==> src/rtl/lc3_mem_seq.sv <==
// LC-3 per-instruction memory access sequencer: fetch, decode, then up to two
// data accesses chosen by the opcode, driving the shared memory handshake.
module lc3_mem_seq (
  input  logic       clk,
  input  logic       rst,
  input  logic       en,
  input  logic [3:0] opcode,
  input  logic       mem_rdy,
  output logic       mem_en,
  output logic       mem_we,
  output logic [1:0] mem_addr_sel,
  output logic       ir_ld,
  output logic       pc_ld,
  output logic       mdr_ld,
  output logic [1:0] access_cnt,
  output logic       instr_done,
  output logic       illegal_op,
  output logic [2:0] state
);

  // state  | meaning
  // IDLE   | waiting for en
  // FETCH  | instruction read at PC, loads IR and bumps PC on completion
  // DECODE | no access; latches the access plan from opcode
  // ACC1   | first data access (EA or trap vector)
  // ACC2   | second data access through MDR (LDI/STI only)
  // DONE   | one-cycle end-of-instruction pulse
  localparam logic [2:0] S_IDLE   = 3'd0;
  localparam logic [2:0] S_FETCH  = 3'd1;
  localparam logic [2:0] S_DECODE = 3'd2;
  localparam logic [2:0] S_ACC1   = 3'd3;
  localparam logic [2:0] S_ACC2   = 3'd4;
  localparam logic [2:0] S_DONE   = 3'd5;

  localparam logic [3:0] OP_LD   = 4'd2;
  localparam logic [3:0] OP_ST   = 4'd3;
  localparam logic [3:0] OP_LDR  = 4'd6;
  localparam logic [3:0] OP_STR  = 4'd7;
  localparam logic [3:0] OP_RTI  = 4'd8;
  localparam logic [3:0] OP_LDI  = 4'd10;
  localparam logic [3:0] OP_STI  = 4'd11;
  localparam logic [3:0] OP_RES  = 4'd13;
  localparam logic [3:0] OP_TRAP = 4'd15;

  localparam logic [1:0] SEL_PC   = 2'd0;
  localparam logic [1:0] SEL_EA   = 2'd1;
  localparam logic [1:0] SEL_MDR  = 2'd2;
  localparam logic [1:0] SEL_TVEC = 2'd3;

  logic [2:0] state_q, state_d;
  logic [1:0] cnt_q;
  logic [1:0] plan_n_q;
  logic [1:0] sel1_q;
  logic       we1_q;
  logic       we2_q;

  logic [1:0] dec_n;
  logic [1:0] dec_sel1;
  logic       dec_we1;
  logic       dec_we2;
  logic       xfer;
  logic       fetch_entry;

  // Access plan for the opcode presented during DECODE
  always_comb begin
    dec_n    = 2'd1;
    dec_sel1 = SEL_EA;
    dec_we1  = 1'b0;
    dec_we2  = 1'b0;
    case (opcode)
      OP_LD, OP_LDR, OP_RTI: dec_n = 2'd2;
      OP_ST, OP_STR: begin
        dec_n   = 2'd2;
        dec_we1 = 1'b1;
      end
      OP_TRAP: begin
        dec_n    = 2'd2;
        dec_sel1 = SEL_TVEC;
      end
      OP_LDI: dec_n = 2'd3;
      OP_STI: begin
        dec_n   = 2'd3;
        dec_we2 = 1'b1;
      end
      default: ;
    endcase
  end

  always_comb begin
    mem_en       = 1'b0;
    mem_we       = 1'b0;
    mem_addr_sel = SEL_PC;
    case (state_q)
      S_FETCH: mem_en = 1'b1;
      S_ACC1: begin
        mem_en       = 1'b1;
        mem_we       = we1_q;
        mem_addr_sel = sel1_q;
      end
      S_ACC2: begin
        mem_en       = 1'b1;
        mem_we       = we2_q;
        mem_addr_sel = SEL_MDR;
      end
      default: ;
    endcase
  end

  assign xfer = mem_en & mem_rdy;

  // Strobes are qualified by ~rst so an access aborted by reset never loads
  assign ir_ld  = xfer & ~rst & (state_q == S_FETCH);
  assign pc_ld  = ir_ld;
  assign mdr_ld = xfer & ~rst & ~mem_we & ((state_q == S_ACC1) | (state_q == S_ACC2));

  assign instr_done = (state_q == S_DONE);
  assign illegal_op = (state_q == S_DECODE) & (opcode == OP_RES);
  assign access_cnt = cnt_q;
  assign state      = state_q;

  always_comb begin
    state_d = state_q;
    case (state_q)
      S_IDLE:   if (en) state_d = S_FETCH;
      S_FETCH:  if (mem_rdy) state_d = S_DECODE;
      S_DECODE: state_d = (dec_n == 2'd1) ? S_DONE : S_ACC1;
      S_ACC1:   if (mem_rdy) state_d = (plan_n_q == 2'd3) ? S_ACC2 : S_DONE;
      S_ACC2:   if (mem_rdy) state_d = S_DONE;
      S_DONE:   state_d = en ? S_FETCH : S_IDLE;
      default:  state_d = S_IDLE;
    endcase
  end

  assign fetch_entry = en & ((state_q == S_IDLE) | (state_q == S_DONE));

  always_ff @(posedge clk) begin
    if (rst) begin
      state_q  <= S_IDLE;
      cnt_q    <= 2'd0;
      plan_n_q <= 2'd1;
      sel1_q   <= SEL_EA;
      we1_q    <= 1'b0;
      we2_q    <= 1'b0;
    end else begin
      state_q <= state_d;
      if (fetch_entry)
        cnt_q <= 2'd0;
      else if (xfer && cnt_q != 2'd3)
        cnt_q <= cnt_q + 2'd1;
      if (state_q == S_DECODE) begin
        plan_n_q <= dec_n;
        sel1_q   <= dec_sel1;
        we1_q    <= dec_we1;
        we2_q    <= dec_we2;
      end
    end
  end

endmodule
==> config.mk <==
export PLATFORM = sky130hd
export DESIGN_NAME = lc3_mem_seq
export DESIGN_NICKNAME = d
export VERILOG_FILES = /design/src/rtl/lc3_mem_seq.sv
export SDC_FILE = /design/constraint.sdc
export NUM_CORES = 1
export LEC_CHECK = 0
export ABC_AREA = 1
export ABC_CLOCK_PERIOD_IN_PS = 2050
export CAP_MARGIN = 20
export CORE_MARGIN = 1
export CORE_UTILIZATION = 46
export CTS_BUF_LIST = sky130_fd_sc_hd__clkbuf_16
export CTS_CLUSTER_DIAMETER = 80
export DETAILED_ROUTE_END_ITERATION = 16
export GPL_ROUTABILITY_DRIVEN = 0
export PLACE_DENSITY_LB_ADDON = 0.12
export SYNTH_ARGS = -nofsm -noshare
export SYNTH_HDL_FRONTEND = slang
export SYNTH_SLANG_ARGS = --single-unit
==> constraint.sdc <==
create_clock -name clk -period 2.05 [get_ports clk]
set_input_delay 0.3075 -clock clk [delete_from_list [all_inputs] [get_ports clk]]
set_output_delay 0.3075 -clock clk [all_outputs]
set_load 0.01 [all_outputs]
## Word level (Yosys, flattened, before mapping)

Cells that the tools add are included.

| cells by class | value |
|---|---|
| multiplexer cells | 15 |
| reductions and logical operators | 8 |
| add/sub/neg operators | 1 |
| equality and inequality tests | 21 |
| bitwise logic cells | 11 |

Operators with widths:

| operator | count |
|---|---|
| 4-bit == test (second input constant) | 5 |
| 3-bit one-hot mux with 6 select lines | 1 |
| 3-bit 2-to-1 mux | 5 |
| 2-bit inequality test (second input constant) | 5 |
| 4-bit by 2-bit == test with 1-bit output (second input constant) | 2 |
| 4-bit by 3-bit == test with 1-bit output (second input constant) | 2 |
| 2-bit one-hot mux with 2 select lines | 2 |
| 1-bit AND | 7 |
| 3-bit by 2-bit == test with 1-bit output (second input constant) | 2 |
| 3-bit == test (second input constant) | 2 |
| 2-bit OR reduction | 3 |
| 6-bit OR reduction | 1 |
| 1-bit 2-to-1 mux | 5 |
| 4-bit AND reduction | 1 |
| 3-bit by 1-bit == test with 1-bit output (second input constant) | 1 |
| 3-bit logical NOT | 1 |
| 3-bit OR reduction | 1 |
| 2-bit by 1-bit adder with 2-bit output (second input constant) | 1 |
| 2-bit by 1-bit == test with 1-bit output (second input constant) | 1 |
| 2-bit == test (second input constant) | 1 |
| 2-bit 2-to-1 mux | 1 |
| 1-bit NOT | 2 |
| 1-bit bitwise OR | 2 |
| 1-bit one-hot mux with 2 select lines | 1 |
| 1-bit logical AND | 1 |

| storage, ports and cells | value |
|---|---|
| flip-flop bits (word level) | 11 |
| output and inout bits | 14 |

## Depth between registers and ports, before layout

| logic depth | value |
|---|---|
| depth after elaboration | 7 |
| gate-level depth with buffers | 8 |
| depth with buffers taken out | 8 |

## Worst setup path before layout

OpenSTA, ideal clock, no wires.

| timing path | value |
|---|---|
| path type | register -> output |
| from | register state_q[0] (netlist: state[0]) |
| to | output pc_ld |
| slack | 0.439 ns |
| cell stages (with the launch flop) | 7 |
| buffers on the path | 1 |
| data arrival time | 1.304 ns |
| path through | dfxtp_1 nand2_2 nand2_4 nand3_1 or2_1 inv_1 buf_4 |

| on the way | value |
|---|---|
| word-level cells in the longest chain between the ends | 6 |
| elaborated cells on any way between the ends | 8 |

Ends and longest elaborated chain:

| item | RTL line | text |
|---|---|---|
| from (decl) | 50 | `logic [2:0] state_q, state_d;` |
| from (signal assigned) | 145 | `state_q <= state_d;` |
| 3-bit by 1-bit == test with 1-bit output, or another cell as far along | 93 | `case (state_q)` |
| 3-bit OR reduction (no source line) * | -- |  |
| 1-bit 2-to-1 mux * | 93 |  |
| named net mem_en | 9 | `output logic mem_en,` |
| 1-bit AND * | 109 | `assign xfer = mem_en & mem_rdy;` |
| 1-bit AND * (2 in a row) | 112 | `assign ir_ld = xfer & ~rst & (state_q == S_FETCH);` |
| to (decl) | 13 | `output logic pc_ld,` |

Mark *: on every way through the listed nets, which the timed path passes. The rest lies on a longest branch.

## Worst setup path in the final report

| timing path | value |
|---|---|
| from | register state_q[1] (netlist: state[1]) |
| to | output mem_we |

| on the way | value |
|---|---|
| word-level cells in the longest chain between the ends | 2 |
| elaborated cells on any way between the ends | 3 |

Ends and longest elaborated chain:

| item | RTL line | text |
|---|---|---|
| 3-bit == test / 3-bit by 2-bit == test with 1-bit output (equally long branches) | 93 |  |
| 1-bit one-hot mux with 2 select lines * | 93 |  |
| to (decl) | 10 | `output logic mem_we,` |

Every way passes the cells marked *; elsewhere a longest branch is shown, timed or not.

==> impl_metrics.env <==
export IMPL_synthMuxAreaShare=0
export IMPL_layout_min_cycle_time_ns=2.00
export IMPL_portBuffers=21
export IMPL_start_kind="register"
export IMPL_arrival_ns=1.70
export IMPL_grt_overflow_total=0
export IMPL_rows=13
export IMPL_drive_gt1_frac=0.231
export IMPL_cts_tree="built"
export IMPL_ctsHoldBuffers=0
export IMPL_tns_ns=0
export IMPL_synthAdderAreaFrac=0.0193
export IMPL_r2r_cells=7
export IMPL_cp_slowest_cell="clkdlybuf4s50_1"
export IMPL_drtAntennaViolNets=0
export IMPL_dp_hpwl_um=1300
export IMPL_cts_num_sinks=10
export IMPL_worstReg2RegStart="state[0]"
export IMPL_drt_total_wl_um=1870
export IMPL_swShare=0.315
export IMPL_clk_latency_ns=0.24
export IMPL_grt_pass1_vias=705
export IMPL_synth_cell_types=22
export IMPL_coreArea_sq_um=1300
export IMPL_power_density_cell_area_nw_per_um2=884
export IMPL_slew_violations=0
export IMPL_hold_viol=0
export IMPL_synth_xor_xnor_area_share=0
export IMPL_synth_top_family_by_area="simple AND/OR/NAND/NOR gates"
export IMPL_maxCapViolations=0
export IMPL_setup_viol=0
export IMPL_worst_pin_slew_ns=0.204
export IMPL_slowest_delay_ns=0.53
export IMPL_synth_edf_count=0
export IMPL_yosys_warnings=0
export IMPL_synth_seq_cells=10
export IMPL_ir_worst_vdd_mv=0.628
export IMPL_clkPwrFrac=0.394
export IMPL_die_area_sq_um=1560
export IMPL_start_util=0.498
export IMPL_internal_power_mw=0.612
export IMPL_grt_pass1_wl_um=2880
export IMPL_fin_area_sq_um=1010
export IMPL_place_area_sq_um=930
export IMPL_routed_via_density=5.19
export IMPL_syn_avg_cell_area_sq_um=6.61
export IMPL_synth_main_ff_cell="dfxtp_1"
export IMPL_outcome="completed"
export IMPL_post_place_ws_ns=-0.0315
export IMPL_fin_crit_sh=0.978
export IMPL_syn_cell_area_sq_um=648
export IMPL_die_y_um=39.5
export IMPL_n_antenna_cell=0
export IMPL_nFillCells=97
export IMPL_layout_setup_ws_ns=0.0453
export IMPL_area_growth_pct=56.0
export IMPL_power_frac_comb=0.330
export IMPL_wl_per_cell_um=12.9
export IMPL_whs_ns=0.481
export IMPL_vias=753
export IMPL_setup_worst_path_end_class="primary output"
export IMPL_clk_pin_slew_worst_paths_ns=0.04
export IMPL_required_ns=1.74
export IMPL_crit_fanout=4
export IMPL_crit_path_cell_trace="nor2_2, nand2_2, inv_1, a22o_2, clkdlybuf4s50_1"
export IMPL_grt_setup_unrepaired="false"
export IMPL_chipWidth_um=39.5
export IMPL_syn_nets=107
export IMPL_postSynth_asyncResetShare=0
export IMPL_p_leak_nw=0.488
export IMPL_min_delay_start="plan_n_q[0]"
export IMPL_multi_input_area_sq_um=384
export IMPL_min_to="plan_n_q[0]"
export IMPL_clockBufferDepth=2
export IMPL_cts_buffers=3
export IMPL_hold_depth=2
export IMPL_seqCellArea_sq_um=204
export IMPL_crit_type="register to primary output"
export IMPL_groute_usage_overall=0.293
export IMPL_synth_compound_area_frac=0.125
export IMPL_seq_power_share=0.276
export IMPL_slew_headroom=0.863
export IMPL_synthCells=98
export IMPL_root_buffer="clkbuf_16"
export IMPL_io_pins=22
export IMPL_drc_errors=0
export IMPL_clock_fmax_mhz=499
export IMPL_ys_seq_area_frac=0.309
export IMPL_p_switching_mw=0.282
export IMPL_final_setup_skew_ns=0.00144
export IMPL_synthSimpleGateAreaFrac=0.448
export IMPL_hp_class="register to register"
export IMPL_r2r_end="state[2]"
export IMPL_nets=140
export IMPL_regToRegSetupSlack_ns=0.74
export IMPL_antenna_found_initial=0
export IMPL_grt_max_degree=8
export IMPL_first_pass_iters=4
export IMPL_htree_levels=1
export IMPL_drt_iter0_markers=20
==> synthesized netlist by cell type, types with 2 or more instances <==
cell | n | share of area
dfxtp_1 | 10 | 0.31
a21oi_1 | 7 | 0.054
inv_2 | 3 | 0.017
o21ai_0 | 4 | 0.031
nand2_2 | 4 | 0.039
nand3_1 | 8 | 0.062
nor3_2 | 2 | 0.031
nor2_4 | 2 | 0.035
nand2_1 | 25 | 0.14
nor2_1 | 10 | 0.058
inv_1 | 12 | 0.069
==> cells in the final DEF (no fill, tap or decap) <==
cell type and count:
inv_2 3, nor2_1 10, nand4_1 1, a22o_2 1, buf_4 8, ha_1 1, nor2_4 2, or2_1 1
a21oi_1 7, nor3_1 1, clkdlybuf4s50_1 17, o21ai_0 4, inv_1 12, dlymetal6s2s_1 1, nor3_4 1, o211ai_1 1
nor2_2 1, nand2_2 4, dfxtp_2 3, clkbuf_16 3, nand3_1 8, o21ai_2 1, clkinv_1 1, nand2_4 1
nor3_2 2, nand2_1 25, dfxtp_1 7, dlygate4sd2_1 3
==> power groups by stage <==
stage	Sequential, mW	Combinational [mW]	Clock (mW)
6_report	0.247	0.295	0.352
5_1_grt	0.249	0.323	0.368
4_1_cts	0.246	0.293	0.354
3_5_place_dp	0.248	0.287	0
3_3_place_gp	0.246	0.281	0
2_1_floorplan	0.255	0.156	0
==> routing by layer <==
layer,part of all wire,track usage,wire (um),vias up
met4,0.024,0.181,44,0
li1,-,-,-,378
met3,0.048,0.0909,90,7
met5,0,0,0,-
met2,0.50,0.504,942,25
met1,0.42,0.303,790,343
==> how the worst max path moves through the flow <==
stage	from	end	slack, ns
3_5_place_dp	rst	ir_ld	-0.03
6_report	state[1]	mem_we	0.05
2_1_floorplan	state[0]	pc_ld	0.44
4_1_cts	state[0]	illegal_op	0.03
5_1_grt	state[1]	mem_we	0.0004
3_3_place_gp	rst	ir_ld	-0.002
==> area by class of cell <==
class                   count  share of cell area
multi-input cells          72               0.380
repair buffers             29               0.266
flip-flops and latches     10               0.202
clock buffers               3              0.0743
inverters                  15              0.0557
well taps                  15              0.0186
clock inverters             1             0.00371
==> sequential cells by signal, summed over array words and instances, names as in the netlist <==
signal and count:
we2_q 1, access_cnt 2, sel1_q 1, plan_n_q 2, we1_q 1, state 3
==> through the flow <==
stage / std cells / total power, mW / utilization
6_report: 145 / 0.894 / 0.777
2_1_floorplan: 98 / 0.410 / -
4_1_cts: 145 / 0.893 / 0.775
3_3_place_gp: 141 / 0.527 / 0.714
3_5_place_dp: 141 / 0.535 / 0.714
5_1_grt: 145 / 0.940 / 0.777
==> worst max-delay path: cells and delay by family, from the launching register on <==
kind            cells  cell delay (ns)
compound gates      1             0.17
buf+inv             2             0.66
flops               1             0.34
simple gates        2             0.28
==> logic make-up after synthesis <==
kind of cell,count (synthesis)
buf+inv,16
fa+ha+maj,1
flops,10
simple gates,57
compound gates,14
==> timing repair <==
action | in CTS | in global routing
gates resized for setup | 6 | 1
cloned | 0 | 0
setup endpoints to repair | 3 | 1
pin swaps | 1 | 0
buffers inserted | 0 | 0
No activity file was read; power rests on OpenSTA's default activity.
